## config.mk

```make
export PLATFORM = sky130hd
export DESIGN_NAME = spi_ram
export DESIGN_NICKNAME = d
export VERILOG_FILES = /design/src/rtl/spi_ram.sv
export SDC_FILE = /design/constraint.sdc
export NUM_CORES = 2
export LEC_CHECK = 0
export BUFFER_PORTS_ARGS = -buffer_cell sky130_fd_sc_hd__buf_4
export CORE_MARGIN = 2
export CORE_UTILIZATION = 35
export CTS_BUF_LIST = sky130_fd_sc_hd__clkbuf_8
export CTS_CLUSTER_DIAMETER = 50
export DETAILED_ROUTE_END_ITERATION = 8
export HOLD_SLACK_MARGIN = 0.1
export PLACE_DENSITY = 0.55
export REMOVE_ABC_BUFFERS = 1
export SLEW_MARGIN = 0
export SYNTH_ARGS = -nofsm -noshare
export SYNTH_HDL_FRONTEND = slang
export SYNTH_SLANG_ARGS = --single-unit
```

## constraint.sdc

```tcl
create_clock -name clk -period 3.35 [get_ports clk]
set_input_delay 0 -clock clk [delete_from_list [all_inputs] [get_ports clk]]
set_output_delay 0 -clock clk [all_outputs]
set_load 0.02 [all_outputs]
```

## src/rtl/spi_ram.sv

```systemverilog
// Purpose: command-driven byte RAM behind an SPI slave. It keeps independent write and read pointers that auto-increment and wrap.
// Latency: read data is registered, so tx_valid/tx_data appear one clock after the edge that samples opcode 11.
// Backpressure: none. A command is consumed on every edge where rx_valid=1. Read data is a one-cycle tx_valid pulse that the SPI slave must capture.
//
// Ports:
//   clk       - single clock; all state changes on the rising edge
//   rst       - asynchronous active-high reset (clears pointers, arm flags and outputs, not the memory)
//   rx_valid  - rx_data holds a complete command this cycle
//   rx_data   - [9:8] opcode, [7:0] payload
//   tx_valid  - one-cycle strobe: tx_data holds read data
//   tx_data   - read data; holds its last value while tx_valid=0
//   seq_err   - one-cycle pulse: data command issued before its address was loaded

module spi_ram #(
  parameter int unsigned MEM_DEPTH = 256,
  parameter int unsigned ADDR_SIZE = 8
) (
  input  logic       clk,
  input  logic       rst,
  input  logic       rx_valid,
  input  logic [9:0] rx_data,
  output logic       tx_valid,
  output logic [7:0] tx_data,
  output logic       seq_err
);

  typedef enum logic [1:0] {
    OP_WR_ADDR = 2'b00,
    OP_WR_DATA = 2'b01,
    OP_RD_ADDR = 2'b10,
    OP_RD_DATA = 2'b11
  } opcode_e;

  typedef struct packed {
    opcode_e    op;
    logic [7:0] payload;
  } cmd_t;

  localparam logic [ADDR_SIZE-1:0] LAST_ADDR = ADDR_SIZE'(MEM_DEPTH - 1);

  // An address loaded from the bus may exceed a non-power-of-two depth.
  // It is folded into range once, at load time, so the pointers are always valid.
  function automatic logic [ADDR_SIZE-1:0] fold_addr(input logic [ADDR_SIZE-1:0] a);
    int unsigned v;
    v = 32'(a) % MEM_DEPTH;
    return ADDR_SIZE'(v);
  endfunction

  // Increment that wraps at the top of the implemented depth rather than at 2**ADDR_SIZE.
  function automatic logic [ADDR_SIZE-1:0] next_addr(input logic [ADDR_SIZE-1:0] a);
    return (a == LAST_ADDR) ? '0 : a + 1'b1;
  endfunction

  cmd_t                 cmd;
  logic [ADDR_SIZE-1:0] load_addr;
  logic [ADDR_SIZE-1:0] wr_addr;
  logic [ADDR_SIZE-1:0] rd_addr;
  logic                 wr_armed;
  logic                 rd_armed;
  logic                 mem_we;
  logic [7:0]           mem [0:MEM_DEPTH-1];

  assign cmd       = cmd_t'(rx_data);
  assign load_addr = fold_addr(rx_data[ADDR_SIZE-1:0]);
  assign mem_we    = rx_valid && (cmd.op == OP_WR_DATA) && wr_armed;

  // The storage array has no reset, so its contents survive rst.
  // Writes are blocked while rst is held, so a command issued during reset is dropped here as well.
  always_ff @(posedge clk) begin
    if (mem_we && !rst) begin
      mem[wr_addr] <= cmd.payload;
    end
  end

  // Pointers, arm flags and registered outputs.
  // tx_valid and seq_err default low every edge, which makes each of them a single-cycle pulse per command.
  always_ff @(posedge clk or posedge rst) begin
    if (rst) begin
      tx_valid <= 1'b0;
      tx_data  <= 8'h00;
      seq_err  <= 1'b0;
      wr_addr  <= '0;
      rd_addr  <= '0;
      wr_armed <= 1'b0;
      rd_armed <= 1'b0;
    end else begin
      tx_valid <= 1'b0;
      seq_err  <= 1'b0;
      if (rx_valid) begin
        unique case (cmd.op)
          OP_WR_ADDR: begin
            wr_addr  <= load_addr;
            wr_armed <= 1'b1;
          end
          OP_WR_DATA: begin
            if (wr_armed) begin
              wr_addr <= next_addr(wr_addr);
            end else begin
              seq_err <= 1'b1;
            end
          end
          OP_RD_ADDR: begin
            rd_addr  <= load_addr;
            rd_armed <= 1'b1;
          end
          OP_RD_DATA: begin
            // The array read sees any write committed on an earlier edge.
            // A read that directly follows a write to the same address therefore returns the new byte.
            if (rd_armed) begin
              tx_data  <= mem[rd_addr];
              tx_valid <= 1'b1;
              rd_addr  <= next_addr(rd_addr);
            end else begin
              seq_err <= 1'b1;
            end
          end
          default: ;
        endcase
      end
    end
  end

endmodule

```

# Word level (Yosys, flattened, before mapping)
# Memory sizes are Yosys's and may differ from the RTL's. A register that Yosys moved wholly into a read port is not among the register bits.
# Index checks and enable logic that the tools add are counted.
# classes
n_shift,0
eq_ne,7
bitwise,0
n_mul,0
div,0
n_lt_le_gt_ge,0
reduce_logical,12
addsub,2
mux,15
# ops
op,count
8-bit 2-to-1 mux,4
8-bit one-hot mux with 2 select lines,2
"8-bit by 1-bit adder with 8-bit output, second input constant",2
"8-bit equality test, second input constant",2
3-bit AND reduction,3
1-bit 2-to-1 mux,8
"2-bit equality test, second input constant",2
"2-bit != test, second input constant",2
2-bit AND reduction,2
2-bit nonzero test,2
1-bit logical AND,3
"2-bit by 1-bit equality test with 1-bit output, second input constant",1
2-bit zero test,1
1-bit one-hot mux with 2 select lines,1
1-bit zero test,1
# word_totals
rom_bits,0
memories,1
mem_bits_rw,2048
out_inout_bits,10
latch_bits,0
register_bits,20
wordCells,43
# mem_list
memory,words,width,read_ports,rd_ports_with_merged_regs,write_ports,line_no,source
mem,256,8,1,1,1,61,logic [7:0] mem [0:MEM_DEPTH-1];

# Depth between registers and ports, before layout
# depth
word_depth,6
mapped_depth,13

# Least setup slack after synthesis
# OpenSTA, ideal clock, no wires.
# synth_path
path_kind,flip-flop to flip-flop
from,register rd_addr[1]
to,register tx_data[1] (read register of mem)
t_required_ps,3224
t_arrival_ps,2726
slack_ps,498
setup_ps,126
path_stages_with_launch,12
period_less_slack_ps,2852
path_cell_list,dfrtp_1 buf_2 buf_2 buf_2 clkbuf_1 buf_1 mux4_2 a22oi_1 nand2_1 a21oi_1 nand4_1 o32a_1
# synth_lines
item,line_no,source
"start, declared",57,logic [ADDR_SIZE-1:0] rd_addr;
"start signal, assigned",103,rd_addr <= load_addr;
"start signal, assigned",112,rd_addr <= next_addr(rd_addr);
"end, declared",23,"output logic [7:0] tx_data,"

==> flow_metrics.tcl <==
set metrics [dict create \
    outcome "finished clean" \
    routed_wl_um 225000 \
    synthFlopType "edfxtp_1" \
    grt_usage_pct 19.0 \
    worstMarginPinSlew_ps 1160 \
    post-route-min-period_ps 3310 \
    fillers 20255 \
    dp.final_hpwl_um 143000 \
    viasPerCell 5.40 \
    max-slew-margin-rel_pct 22.5 \
    die_h_um 484 \
    p_sw_mw 16.0 \
    placed_area_sq_um 88600 \
    p_comb_share_pct 16.7 \
    gr-total-overflow 0 \
    portBuffers 22 \
    place_ws_ps -219 \
    synth_edf_count 2048 \
    regToRegEndpoint "tx_data[6]" \
    yosysWarnings 0 \
    hp-class "in -> reg" \
    yosys.area.top_type "edfxtp_1" \
    clockRootBuffer "clkbuf_8" \
    internal-power_mw 43.9 \
    whs_ps 190 \
    grt_pass1_wl_um 320000 \
    numCtsBuffers 356 \
    placedCellCount 7175 \
    finalHoldViolations 0 \
    fp.coreArea_sq_um 230000 \
    place_congestion 0.851 \
    row_count 176 \
    crit_slowest_cell "mux4_2" \
    grt_start_max_net_pins 125 \
    slew_violations 0 \
    final-setup-viol-count 0 \
    cap_violations 0 \
    clock-sinks 2076 \
    cts_max_path_buffers 4 \
    clkPwrFrac_pct 35.0 \
    stdcell_count 7813 \
    syn-mean-instance-area_sq_um 21.2 \
    wl_per_cell_um 28.8 \
    drc 0 \
    regToRegSetupSlack_ps 40 \
    seq_area_frac_synth_pct 77.0 \
    synth_cell_types 57 \
    synth_top_area_share_pct 76.2 \
    die-area_sq_um 235000 \
    clock-skew-final_ps 99.8 \
    fmax_ghz 0.302 \
    r2r_start "rd_addr[0]" \
    setup.worst_path.start "rd_addr[0]" \
    rr_worst_depth 9 \
    arrival_ps 4230 \
    crit_fanout 17 \
    post_cts_buffers 0 \
    max_stage_delay_ps 540 \
    grt_antenna_before_repair 7 \
    yosys-top-cells-area "edfxtp_1, mux4_2, mux2i_1" \
    path_cells "buf_12, buf_16, buf_4, mux4_2, mux4_2, a311oi_4, buf_4, o211ai_1, o32a_1" \
    drive_above_1_share_pct 32.5 \
    ant_nets 0 \
    cp-start-kind "register" \
    p_sw_share_pct 26.7 \
    synth.most_common_cell "edfxtp_1" \
    worst_ep_required_time_ps 4270 \
    worstSetupPathType "reg -> reg" \
    vdd_drop_max_uv 351 \
    crit_end "tx_data[6]" \
    synth-async-reset-ratio_pct 1.35 \
    setup_tns_ps 0 \
    cts_tree "built" \
    post-route-util_pct 41.5 \
    report.power.total_mw 59.9 \
    worst_slack_ps 37.2 \
    pin_count 23 \
    synth_seq_cells 2076 \
    finalInstanceArea_sq_um 95300 \
    powerDensity_nw_per_um2 629 \
    cp-end-kind "register" \
    drtPass1Iterations 6 \
    cts_htree_levels 5 \
    vias 42208 \
    period_share_pct 98.9 \
    area_delta_synth_final_pct 18.0 \
    nets 4550 \
    rsz0062_at_grt "false" \
    first_iter_violations 4652 \
    power_frac_seq_pct 48.2 \
    netlist_area_sq_um 80700 \
    synth_common_cells "edfxtp_1, mux4_2, nor2_1" \
    first_global_vias 42640 \
    clk_pin_slew_ps 60 \
    dieWidth_um 484 \
    initial_core_util_pct 35.1 \
    netlist_instances 3804 \
    p_leak_nw 30.6 \
    clk_latency_ps 1060 \
]
[power by group through the flow]
stage | clock [mW] | combinational, mW | sequential (mW)
CTS | 21.5 | 10.1 | 28.9
global route | 22.6 | 10.4 | 28.9
detailed placement | 0 | 9.97 | 29.4
finish | 21.0 | 10.0 | 28.9
floorplan | 0 | 5.45 | 30.0
global placement | 0 | 9.94 | 29.4
[area by class of cell]
type,instances,area (sq um),share of cell area [%]
tap,3026,3790,3.97
clock buffer,360,4950,5.20
antenna,5,12.5,0.0131
timing repair buffer,596,5400,5.66
inverter,13,52.6,0.0552
sequential,2076,62200,65.3
clock inverter,248,1400,1.47
multi-input combinational,1489,17500,18.3
[flip-flops by register name, summed over array words and instances, names as in the netlist]
| name | count |
|---|---|
| seq_err | 1 |
| wr_armed | 1 |
| tx_valid | 1 |
| rd_armed | 1 |
| wr_addr | 8 |
| tx_data | 8 |
| rd_addr | 8 |
| mem | 2048 |
[layer usage]
layer	routed length, um	up-vias	track usage, %
li1	-	17429	-
met1	96100	22725	26.7
met2	107000	1690	29.9
met3	14900	364	3.33
met4	7650	0	6.71
met5	0	-	0
[cells by family (layout without fill, tap and decap cells)]
kind of cell               after synthesis  in the layout  synth area share, %
DFF                                   2076           2076                 77.0
and+or+nand+nor                        520            520                 2.74
muxes                                  643            643                 15.9
buffers and inverters                  239           1217                 1.46
adders and majority gates                5              5               0.0775
other                                    0              5                    0
AOI/OAI and AO/OA                      321            321                 2.73
[layout by cell type (no fill, tap or decap), types with 14 or more instances in the layout]
| cell | count |
|---|---|
| a21oi_1 | 59 |
| mux2i_1 | 120 |
| dlygate4sd3_1 | 23 |
| inv_1 | 114 |
| a22oi_1 | 49 |
| o221ai_1 | 43 |
| o22ai_1 | 30 |
| dfrtp_1 | 22 |
| clkinv_2 | 41 |
| buf_4 | 500 |
| nor3_1 | 29 |
| buf_12 | 61 |
| and2_1 | 14 |
| clkinv_1 | 80 |
| nor2_1 | 304 |
| nand2_1 | 76 |
| clkbuf_8 | 366 |
| nand3_1 | 30 |
| mux4_2 | 513 |
| bufinv_16 | 14 |
| o21ai_0 | 50 |
| a211oi_1 | 16 |
| edfxtp_1 | 2048 |
[worst min path at each step]
stage	start	slack, ps	to	cells after the start
floorplan	rst	70	rd_addr[0]	1
global placement	rst	10	seq_err	2
detailed placement	rst	8	seq_err	2
CTS	rx_data[8]	100	wr_addr[2]	7
global route	rx_data[3]	200	mem[107][3]	2
finish	rx_data[3]	190	mem[36][3]	2
[what timing repair did]
action / CTS / global route
endpoints found under the setup margin: 6 / 6
hold buffers: 25 / 0
gates resized for setup: 8 / 7
pin swaps: 1 / 1
endpoints found under the hold margin: 2258 / 0
[critical path, delay by kind of cell (launching register included)]
kind	cells	cell delay, ps
muxes	2	1050
DFF	1	450
buffers and inverters	4	740
AOI/OAI and AO/OA	3	920
(Power assumes the default switching activity.)
